### src/rtl/microc_pkg.sv
// Shared definitions for the microc sequencing control unit: widths, opcode
// encodings/masks and the sequencer state encoding.
package microc_pkg;

  localparam int unsigned OPC_W = 6;
  localparam int unsigned OP_W  = 3;

  // ALU ops are 1xxxxx; li is 0001xx; the rest are exact codes.
  localparam logic [OPC_W-1:0] OPC_ALU      = 6'b100000;
  localparam logic [OPC_W-1:0] OPC_ALU_MASK = 6'b100000;
  localparam logic [OPC_W-1:0] OPC_NOP      = 6'b000000;
  localparam logic [OPC_W-1:0] OPC_LI       = 6'b000100;
  localparam logic [OPC_W-1:0] OPC_LI_MASK  = 6'b111100;
  localparam logic [OPC_W-1:0] OPC_J        = 6'b010000;
  localparam logic [OPC_W-1:0] OPC_JZ       = 6'b010001;
  localparam logic [OPC_W-1:0] OPC_JNZ      = 6'b010010;

  typedef enum logic [2:0] {
    StIdle,
    StFetch,
    StExec,
    StWaitStep,
    StHalt
  } state_e;

endpackage

### src/rtl/microc_decode.sv
// Combinational instruction decoder: opcode + zero flag -> datapath controls,
// plus a flag for undefined opcodes.
module microc_decode
  import microc_pkg::*;
(
  input  logic [OPC_W-1:0] opcode,
  input  logic             z,
  output logic             s_inc,
  output logic             s_inm,
  output logic             we3,
  output logic             wez,
  output logic [OP_W-1:0]  op,
  output logic             illegal
);

  // Decode the opcode classes; anything unmatched is flagged illegal.
  always_comb begin
    s_inc   = 1'b0;
    s_inm   = 1'b0;
    we3     = 1'b0;
    wez     = 1'b0;
    op      = '0;
    illegal = 1'b0;
    if ((opcode & OPC_ALU_MASK) == OPC_ALU) begin
      op    = opcode[4:2];
      s_inc = 1'b1;
      we3   = 1'b1;
      wez   = 1'b1;
    end else if ((opcode & OPC_LI_MASK) == OPC_LI) begin
      s_inc = 1'b1;
      s_inm = 1'b1;
      we3   = 1'b1;
    end else if (opcode == OPC_NOP) begin
      s_inc = 1'b1;
    end else if (opcode == OPC_J) begin
      s_inc = 1'b0;
    end else if (opcode == OPC_JZ) begin
      s_inc = ~z;
    end else if (opcode == OPC_JNZ) begin
      s_inc = z;
    end else begin
      illegal = 1'b1;
    end
  end

endmodule

### src/rtl/microc_seq_ctrl.sv
// Multi-cycle sequencer for the microc datapath: fetch handshake, opcode
// latch, one-cycle execute, run/pause, single-step, illegal halt and a
// retired-instruction counter.
module microc_seq_ctrl
  import microc_pkg::*;
#(
  parameter int unsigned CNT_W = 16
) (
  input  logic             clk,
  input  logic             reset,
  input  logic             run,
  input  logic             step_mode,
  input  logic             step,
  input  logic [OPC_W-1:0] opcode,
  input  logic             fetch_ack,
  input  logic             z,
  output logic             fetch_req,
  output logic             s_inc,
  output logic             s_inm,
  output logic             we3,
  output logic             wez,
  output logic             we_pc,
  output logic [OP_W-1:0]  op,
  output logic             busy,
  output logic             halted,
  output logic             illegal,
  output logic [CNT_W-1:0] retired
);

  state_e           state_q, state_d;
  logic [OPC_W-1:0] opc_q, opc_d;
  logic [CNT_W-1:0] retired_q, retired_d;
  logic             illegal_q, illegal_d;

  logic [OPC_W-1:0] dec_opc;
  logic             dec_s_inc, dec_s_inm, dec_we3, dec_wez, dec_illegal;
  logic [OP_W-1:0]  dec_op;
  logic             in_exec;

  assign in_exec = (state_q == StExec);

  // One decoder serves both phases: the live opcode while fetching (for the
  // legality check) and the latched opcode while executing.
  assign dec_opc = in_exec ? opc_q : opcode;

  microc_decode u_decode (
    .opcode  (dec_opc),
    .z       (z),
    .s_inc   (dec_s_inc),
    .s_inm   (dec_s_inm),
    .we3     (dec_we3),
    .wez     (dec_wez),
    .op      (dec_op),
    .illegal (dec_illegal)
  );

  // State, opcode latch, counter and sticky illegal flag.
  always_ff @(posedge clk or posedge reset) begin
    if (reset) begin
      state_q   <= StIdle;
      opc_q     <= '0;
      retired_q <= '0;
      illegal_q <= 1'b0;
    end else begin
      state_q   <= state_d;
      opc_q     <= opc_d;
      retired_q <= retired_d;
      illegal_q <= illegal_d;
    end
  end

  // Next-state logic and fetch request.
  always_comb begin
    state_d   = state_q;
    opc_d     = opc_q;
    retired_d = retired_q;
    illegal_d = illegal_q;
    fetch_req = 1'b0;
    unique case (state_q)
      StIdle: begin
        if (run) state_d = StFetch;
      end
      StFetch: begin
        // run is ignored here so an outstanding request always completes.
        fetch_req = 1'b1;
        if (fetch_ack) begin
          opc_d = opcode;
          if (dec_illegal) begin
            state_d   = StHalt;
            illegal_d = 1'b1;
          end else begin
            state_d = StExec;
          end
        end
      end
      StExec: begin
        retired_d = retired_q + CNT_W'(1);
        if (!run)          state_d = StIdle;
        else if (step_mode) state_d = StWaitStep;
        else               state_d = StFetch;
      end
      StWaitStep: begin
        if (!run)                   state_d = StIdle;
        else if (step || !step_mode) state_d = StFetch;
      end
      StHalt: begin
        state_d = StHalt;
      end
      default: begin
        state_d = StIdle;
      end
    endcase
  end

  // Datapath controls are live only during the execute cycle.
  always_comb begin
    s_inc = in_exec & dec_s_inc;
    s_inm = in_exec & dec_s_inm;
    we3   = in_exec & dec_we3;
    wez   = in_exec & dec_wez;
    we_pc = in_exec;
    op    = in_exec ? dec_op : '0;
  end

  assign busy    = (state_q == StFetch) || in_exec || (state_q == StWaitStep);
  assign halted  = (state_q == StHalt);
  assign illegal = illegal_q;
  assign retired = retired_q;

endmodule

### config.mk
export PLATFORM = sky130hd
export DESIGN_NAME = microc_seq_ctrl
export DESIGN_NICKNAME = d
export VERILOG_FILES = /design/src/rtl/microc_pkg.sv /design/src/rtl/microc_decode.sv /design/src/rtl/microc_seq_ctrl.sv
export SDC_FILE = /design/constraint.sdc
export NUM_CORES = 1
export LEC_CHECK = 0
export CAP_MARGIN = 25
export CORE_ASPECT_RATIO = 2
export CORE_MARGIN = 1.5
export CORE_UTILIZATION = 50
export CTS_BUF_LIST = sky130_fd_sc_hd__clkbuf_16
export CTS_CLUSTER_DIAMETER = 100
export DETAILED_ROUTE_END_ITERATION = 10
export PLACE_DENSITY_LB_ADDON = 0.12
export SLEW_MARGIN = 15
export SYNTH_ARGS = -nofsm -noshare
export SYNTH_HDL_FRONTEND = slang
export SYNTH_SLANG_ARGS = --single-unit
### constraint.sdc
create_clock -name clk -period 3.6 [get_ports clk]
set_clock_uncertainty 0.1 [all_clocks]
set_input_delay 0.72 -clock clk [delete_from_list [all_inputs] [get_ports clk]]
set_output_delay 0.72 -clock clk [all_outputs]
set_load 0.03 [all_outputs]
==> run metrics, run 1 <==
total wire length=between 3 and 4 mm; CP Class=flop to output port; core area=around 0.0026 mm^2; grt met3 use=2.92%; Post-CTS Setup Bufs=0; die width=39.8 um; Overflow after GRT=0; Clock Tree Buf Depth=2; leak pwr=0.810 nW; Layout area overhead=39.2%; Post-synth EDFFs=0; sequential area share after synthesis=between 40% and 50%; post-DP HPWL=2.27 mm; Cell Pwr Density=roughly 630 mW/mm^2; Max Slew Vio Count=0; FF+latch area=between 600 and 700 um^2; hold buffers post-CTS=0; met1 capacity usage during global routing=~28%; Critical Path Start Type=flop; most frequent cells in the layout=clkdlybuf4s50_1, dfrtp_1, nand2_1; cell chain of the critical path=or3b_1, inv_6, nand2b_4, nor4b_4, or2_1, clkdlybuf4s50_1; Post-Syn Area per Cell=10.5 um^2; Post-Syn Nets=roughly 140; final net count=approximately 190; # setup viols final=0; Req. time, crit path=2780 ps; Final Hold Viols=0; post-route ant nets=0; crit-path leading delay family=simple AND/OR/NAND/NOR gates; Root Driver=clkbuf_16; period utilization=90.0%; status=finished, final reports clean; GR peak layer=met2; vias in the first global route=around 1,200; Netlist cell types=39; commonest non-fill, non-tap cell in the layout=clkdlybuf4s50_1; Mapped Cells=129; Inserted Clock Buffers=3; slowest stage delay, CP=670 ps; CP max-delay cell=clkdlybuf4s50_1; max_slew headroom=approximately three quarters; Total GRT Usage=24.2%; Initial Utilization=a little over half; cell area after synthesis=0.00135 mm^2; initial antenna violation count=0; footprint of the multi-input gates=651 um^2; Fillers=196; worst-path maximum fanout=9; die area=0.00304 mm^2; Post-route DRC=0; Core Rows=26; VDD IR max=520 uV; Ports=41; fmax=approximately 300 MHz; hold slack=380 ps; GPL Wtd Cong=0.793; Clk pin slew, worst setup/hold paths=roughly 60 ps; Total Neg Setup Slack=0 ps; routed vias/inst=5.58; flops & latches, synth=26; Slew @ Worst Pin=just under 400 ps; total number of vias=approximately 1,100; global-route wire length before repair=5.29 mm; PostCTS Resize Cnt=0; WL per Instance=15.4 um; largest net degree at the start of global routing=27; Async S/R FF share, synth=100%; share of cells above drive strength 1=a little over a tenth; n_diodes=0; Syn. warnings=0; CTS H-tree depth=1; Worst-Skew Late Latency=260 ps; Worst Path Buf+Inv=2; Clock Sinks=26; GR Util met2=43.0%; RSZ-0062 raised after global routing=false; DR pass1 iterations=5; flop2flop setup slack=1680 ps; Die Y=76.6 um; max-cap viol count=0; Critical Path AT=2420 ps; PortBufs=40; Min-Delay Path Class=flop to flop; min Tclk post-route=3240 ps; Critical Path Sink Type=output port; CTS tree=built; Most used DFF post-synth=dfrtp_1; Initial DRC Count=11
==> through the flow <==
step	setup slack (ps)	std cells	power, mW	instance area (um^2)	utilization (%)
finish	362	201	1.18	1880	73.3
global route	274	201	1.24	1880	73.3
CTS	340	200	1.18	1860	72.2
detailed placement	488	196	0.930	1780	69.1
global placement	481	196	0.912	1780	69.1
floorplan	822	129	0.756	1350	-
==> final cells by class <==
| class | instances | area share (%) |
|---|---|---|
| tap | 28 | 1.86 |
| clock inverter | 1 | 0.199 |
| timing repair buffer | 42 | 23.0 |
| multi-input combinational | 93 | 34.6 |
| clock buffer | 3 | 3.99 |
| sequential | 26 | 34.6 |
| inverter | 8 | 1.86 |
==> logic make-up after synthesis <==
family | count (synthesis) | share of synthesized area [%]
adder cells (fa/ha/maj) | 2 | 1.67
AND/OR/NAND/NOR | 54 | 24.9
AO/OA/AOI/OAI | 18 | 8.51
buffers and inverters | 10 | 3.79
XOR/XNOR | 15 | 9.71
multiplexers | 4 | 3.33
flip-flops | 26 | 48.1
==> worst register-to-register path, stage by stage (launching register included) <==
cell,delay (ps)
dfrtp_1,450
or3b_1,490
buf_4,210
nor3_4,250
nand4_1,150
xnor2_1,160
==> final timing paths <==
path                                           end  cells past startpoint              startpoint
max                                            we3                      6  state_q[2]$_DFFE_PP0P_
min                            illegal$_DFFE_PP0P_                      1     illegal$_DFFE_PP0P_
max reg2reg                 retired[9]$_DFFE_PP0P_                      5  state_q[2]$_DFFE_PP0P_
min reg2reg                    illegal$_DFFE_PP0P_                      1     illegal$_DFFE_PP0P_
max in group asynchronous  retired[15]$_DFFE_PP0P_                      3                   reset
min in group asynchronous   retired[8]$_DFFE_PP0P_                      2                   reset
==> per-layer routing <==
layer | share of wire [%] | up-vias
li1 | - | 533
met1 | 36 | 558
met2 | 59 | 26
met3 | 2.9 | 5
met4 | 1.6 | 0
met5 | 0 | -
==> Yosys cell counts (all sizes together) (2+ instances only) <==
cell	count	area [um^2]
a21o	3	22.5
a21oi	6	30.0
and2	2	12.5
and3	4	25.0
buf	2	16.3
dfrtp	26	651
inv	8	35.0
mux2	4	45.0
nand2	14	52.6
nand3	2	10.0
nand3b	2	15.0
nand4	5	31.3
nor2	8	35.0
nor2b	2	12.5
nor3	3	26.3
o21ai	4	20.0
or2	3	18.8
or3b	3	26.3
xnor2	11	96.3
xor2	4	35.0
==> power breakdown <==
part	total, mW	switching (mW)	internal, mW
clock network	0.249	0.100	0.149
logic	0.467	0.251	0.216
registers	0.464	0.103	0.362
total	1.18	0.454	0.727
==> state kept, by name, indices dropped and copies added (netlist names) <==
signal	flops
retired	16
opc_q	6
illegal	1
state_q	3
No activity file was read; power rests on OpenSTA's default activity.
==> inputs of run 2 (changes only) <==
--- a/config.mk
+++ b/config.mk
@@ -5,13 +5,13 @@
 export SDC_FILE = /design/constraint.sdc
 export NUM_CORES = 1
 export LEC_CHECK = 0
-export CAP_MARGIN = 25
-export CORE_ASPECT_RATIO = 2
+export CAP_MARGIN = 20
 export CORE_MARGIN = 1.5
-export CORE_UTILIZATION = 50
+export CORE_UTILIZATION = 66
 export CTS_BUF_LIST = sky130_fd_sc_hd__clkbuf_16
 export CTS_CLUSTER_DIAMETER = 100
 export DETAILED_ROUTE_END_ITERATION = 10
+export DONT_BUFFER_PORTS = 1
 export PLACE_DENSITY_LB_ADDON = 0.12
 export SLEW_MARGIN = 15
 export SYNTH_ARGS = -nofsm -noshare
==> run 2 against run 1 <==
Flip-flop and latch count stayed put. Register-to-register slack got worse by 60 ps. First-iteration DRC count rose to 2.9 times the previous value. Power is 8.8% lower. Hold slack worse by 140 ps. Clock power shrank 3%. Sequential share of layout area grew 9.0 points. Combinational power down 30%. Via count down 13%. Core utilization up 3.7 points. Final cell count is 20% lower. Die area decreased by 23%.
==> run metrics, run 2 (synthesis gave the netlist of run 1 again) <==
status=finished, final reports clean; cells on worst reg2reg path=4 (-1); max_slew headroom=62.1% (-12 points); routed vias/inst=6.07 (+8.8%); Total GRT Usage=25.4% (+1.3 points); max-cap viol count=0 (unchanged); WL per Instance=16.7 um (+8.2%); Non-Filler Instances=161 (-20%); VDD IR max=625 uV (+20%); worst-path maximum fanout=9 (unchanged); Ports=41 (unchanged); min Tclk post-route=3100 ps (-138 ps); PostCTS Resize Cnt=0 (unchanged); Layout area overhead=10.5%; Final Hold Viols=0 (unchanged); Initial Utilization=69.7% (+17 points); n_diodes=0 (unchanged); flop2flop setup slack=1620 ps (-60 ps); Cell Pwr Density=720 mW/mm^2 (+15%); global-route wire length before repair=3.97 mm (-25%); total wire length=2.69 mm (-13%); Slew @ Worst Pin=567 ps (+182 ps); Min-Delay Path Class=primary input to async pin; Root Driver=clkbuf_16; Core Rows=16 (-38%); Clk pin slew, worst setup/hold paths=60 ps (about the same); initial antenna violation count=0 (unchanged); die width=48.3 um (+21%); PortBufs=0 (-100%); Post-route DRC=0 (unchanged); Clock Tree Buf Depth=2 (unchanged); GPL Wtd Cong=0.778 (-1.9%); Critical Path Sink Type=output port; Max Slew Vio Count=0 (unchanged); Clock Sinks=26 (unchanged); RSZ-0062 raised after global routing=false; Total Neg Setup Slack=0 ps (unchanged); worst reg2reg path endpoint=opc_q[2]$_DFFE_PP0P_; Worst-Skew Late Latency=260 ps (about the same); vias in the first global route=894 (-25%); fmax=323 MHz (+4.5%); max FFs per register=16 (unchanged); hold slack=238 ps (-141 ps); period utilization=86.1% (-3.8 points); most frequent cells in the layout=dfrtp_1, nand2_1, xnor2_1; Inserted Clock Buffers=3 (unchanged); CTS H-tree depth=1 (unchanged); # setup viols final=0 (unchanged); Critical Path AT=2280 ps (-140 ps); post-route ant nets=0 (unchanged); die area=0.00233 mm^2 (-23%); Critical Path Start Type=flop; Die Y=48.3 um (-37%); post-DP HPWL=1.92 mm (-15%); total number of vias=978 (-13%); Post-CTS Setup Bufs=0 (unchanged); final core occ=77.0% (+3.7 points); final net count=150 (-20%); CP Class=flop to output port; DR pass1 iterations=4 (-1); largest net degree at the start of global routing=27 (unchanged); leak pwr=0.676 nW (-16%); Fillers=127 (-35%); Initial DRC Count=32 (+21); FF-to-FF Start=state_q[0]$_DFFE_PP0P_; Overflow after GRT=0 (unchanged); share of cells above drive strength 1=14.9% (+3.9 points); Req. time, crit path=2780 ps (about the same); commonest non-fill, non-tap cell in the layout=dfrtp_1; core area=0.00194 mm^2 (-24%); Placed Cells=157 (-20%); hold buffers post-CTS=0 (unchanged); CTS tree=built
run 2: through the flow:
stage	worst slack, ps	cell area (um^2)	power (mW)
after global routing	362	1500	1.13
after CTS	496	1470	1.07
final	500	1500	1.08
after detailed placement	775	1390	0.830
after floorplan	822	1350	0.756
after global placement	823	1390	0.811
run 2: area by class of cell:
class / instances / area (um^2) / share of cell area, %
clock buffers: 3 / 75.1 / 5.02
well taps: 27 / 33.8 / 2.26
flip-flops and latches: 26 / 651 / 43.5
multi-input cells: 93 / 651 / 43.5
inverters: 8 / 35.0 / 2.34
repair buffers: 4 / 50.0 / 3.35
run 2: critical path, cell delays in order, from the launching register on:
cell	delay, ps
dfrtp_1	440
or3b_1	610
inv_6	220
nand2b_4	80
nor4b_4	190
buf_4	200
or2_1	280
run 2: worst max-delay path by stage:
stage	to	depth (start not counted)	slack, ps	from
global route	we3	6	360	state_q[2]$_DFFE_PP0P_
floorplan	s_inc	5	820	state_q[2]$_DFFE_PP0P_
global placement	we3	6	820	state_q[2]$_DFFE_PP0P_
detailed placement	we3	6	770	state_q[2]$_DFFE_PP0P_
CTS	we3	6	500	state_q[2]$_DFFE_PP0P_
finish	we3	6	500	state_q[2]$_DFFE_PP0P_
run 2: power breakdown:
group	internal (mW)	switching (mW)	total, mW
Combinational	0.132	0.194	0.325
Sequential	0.361	0.148	0.509
Clock	0.147	0.0948	0.242
Total	0.640	0.437	1.08
run 2: metal layers:
metal / up-vias / part of all wire, % / GRT usage [%]
met5: - / 0 / 0
li1: 462 / - / -
met1: 471 / 42 / 34.2
met4: 0 / 0.41 / 4.86
met3: 2 / 6.2 / 8.52
met2: 43 / 51 / 40.5
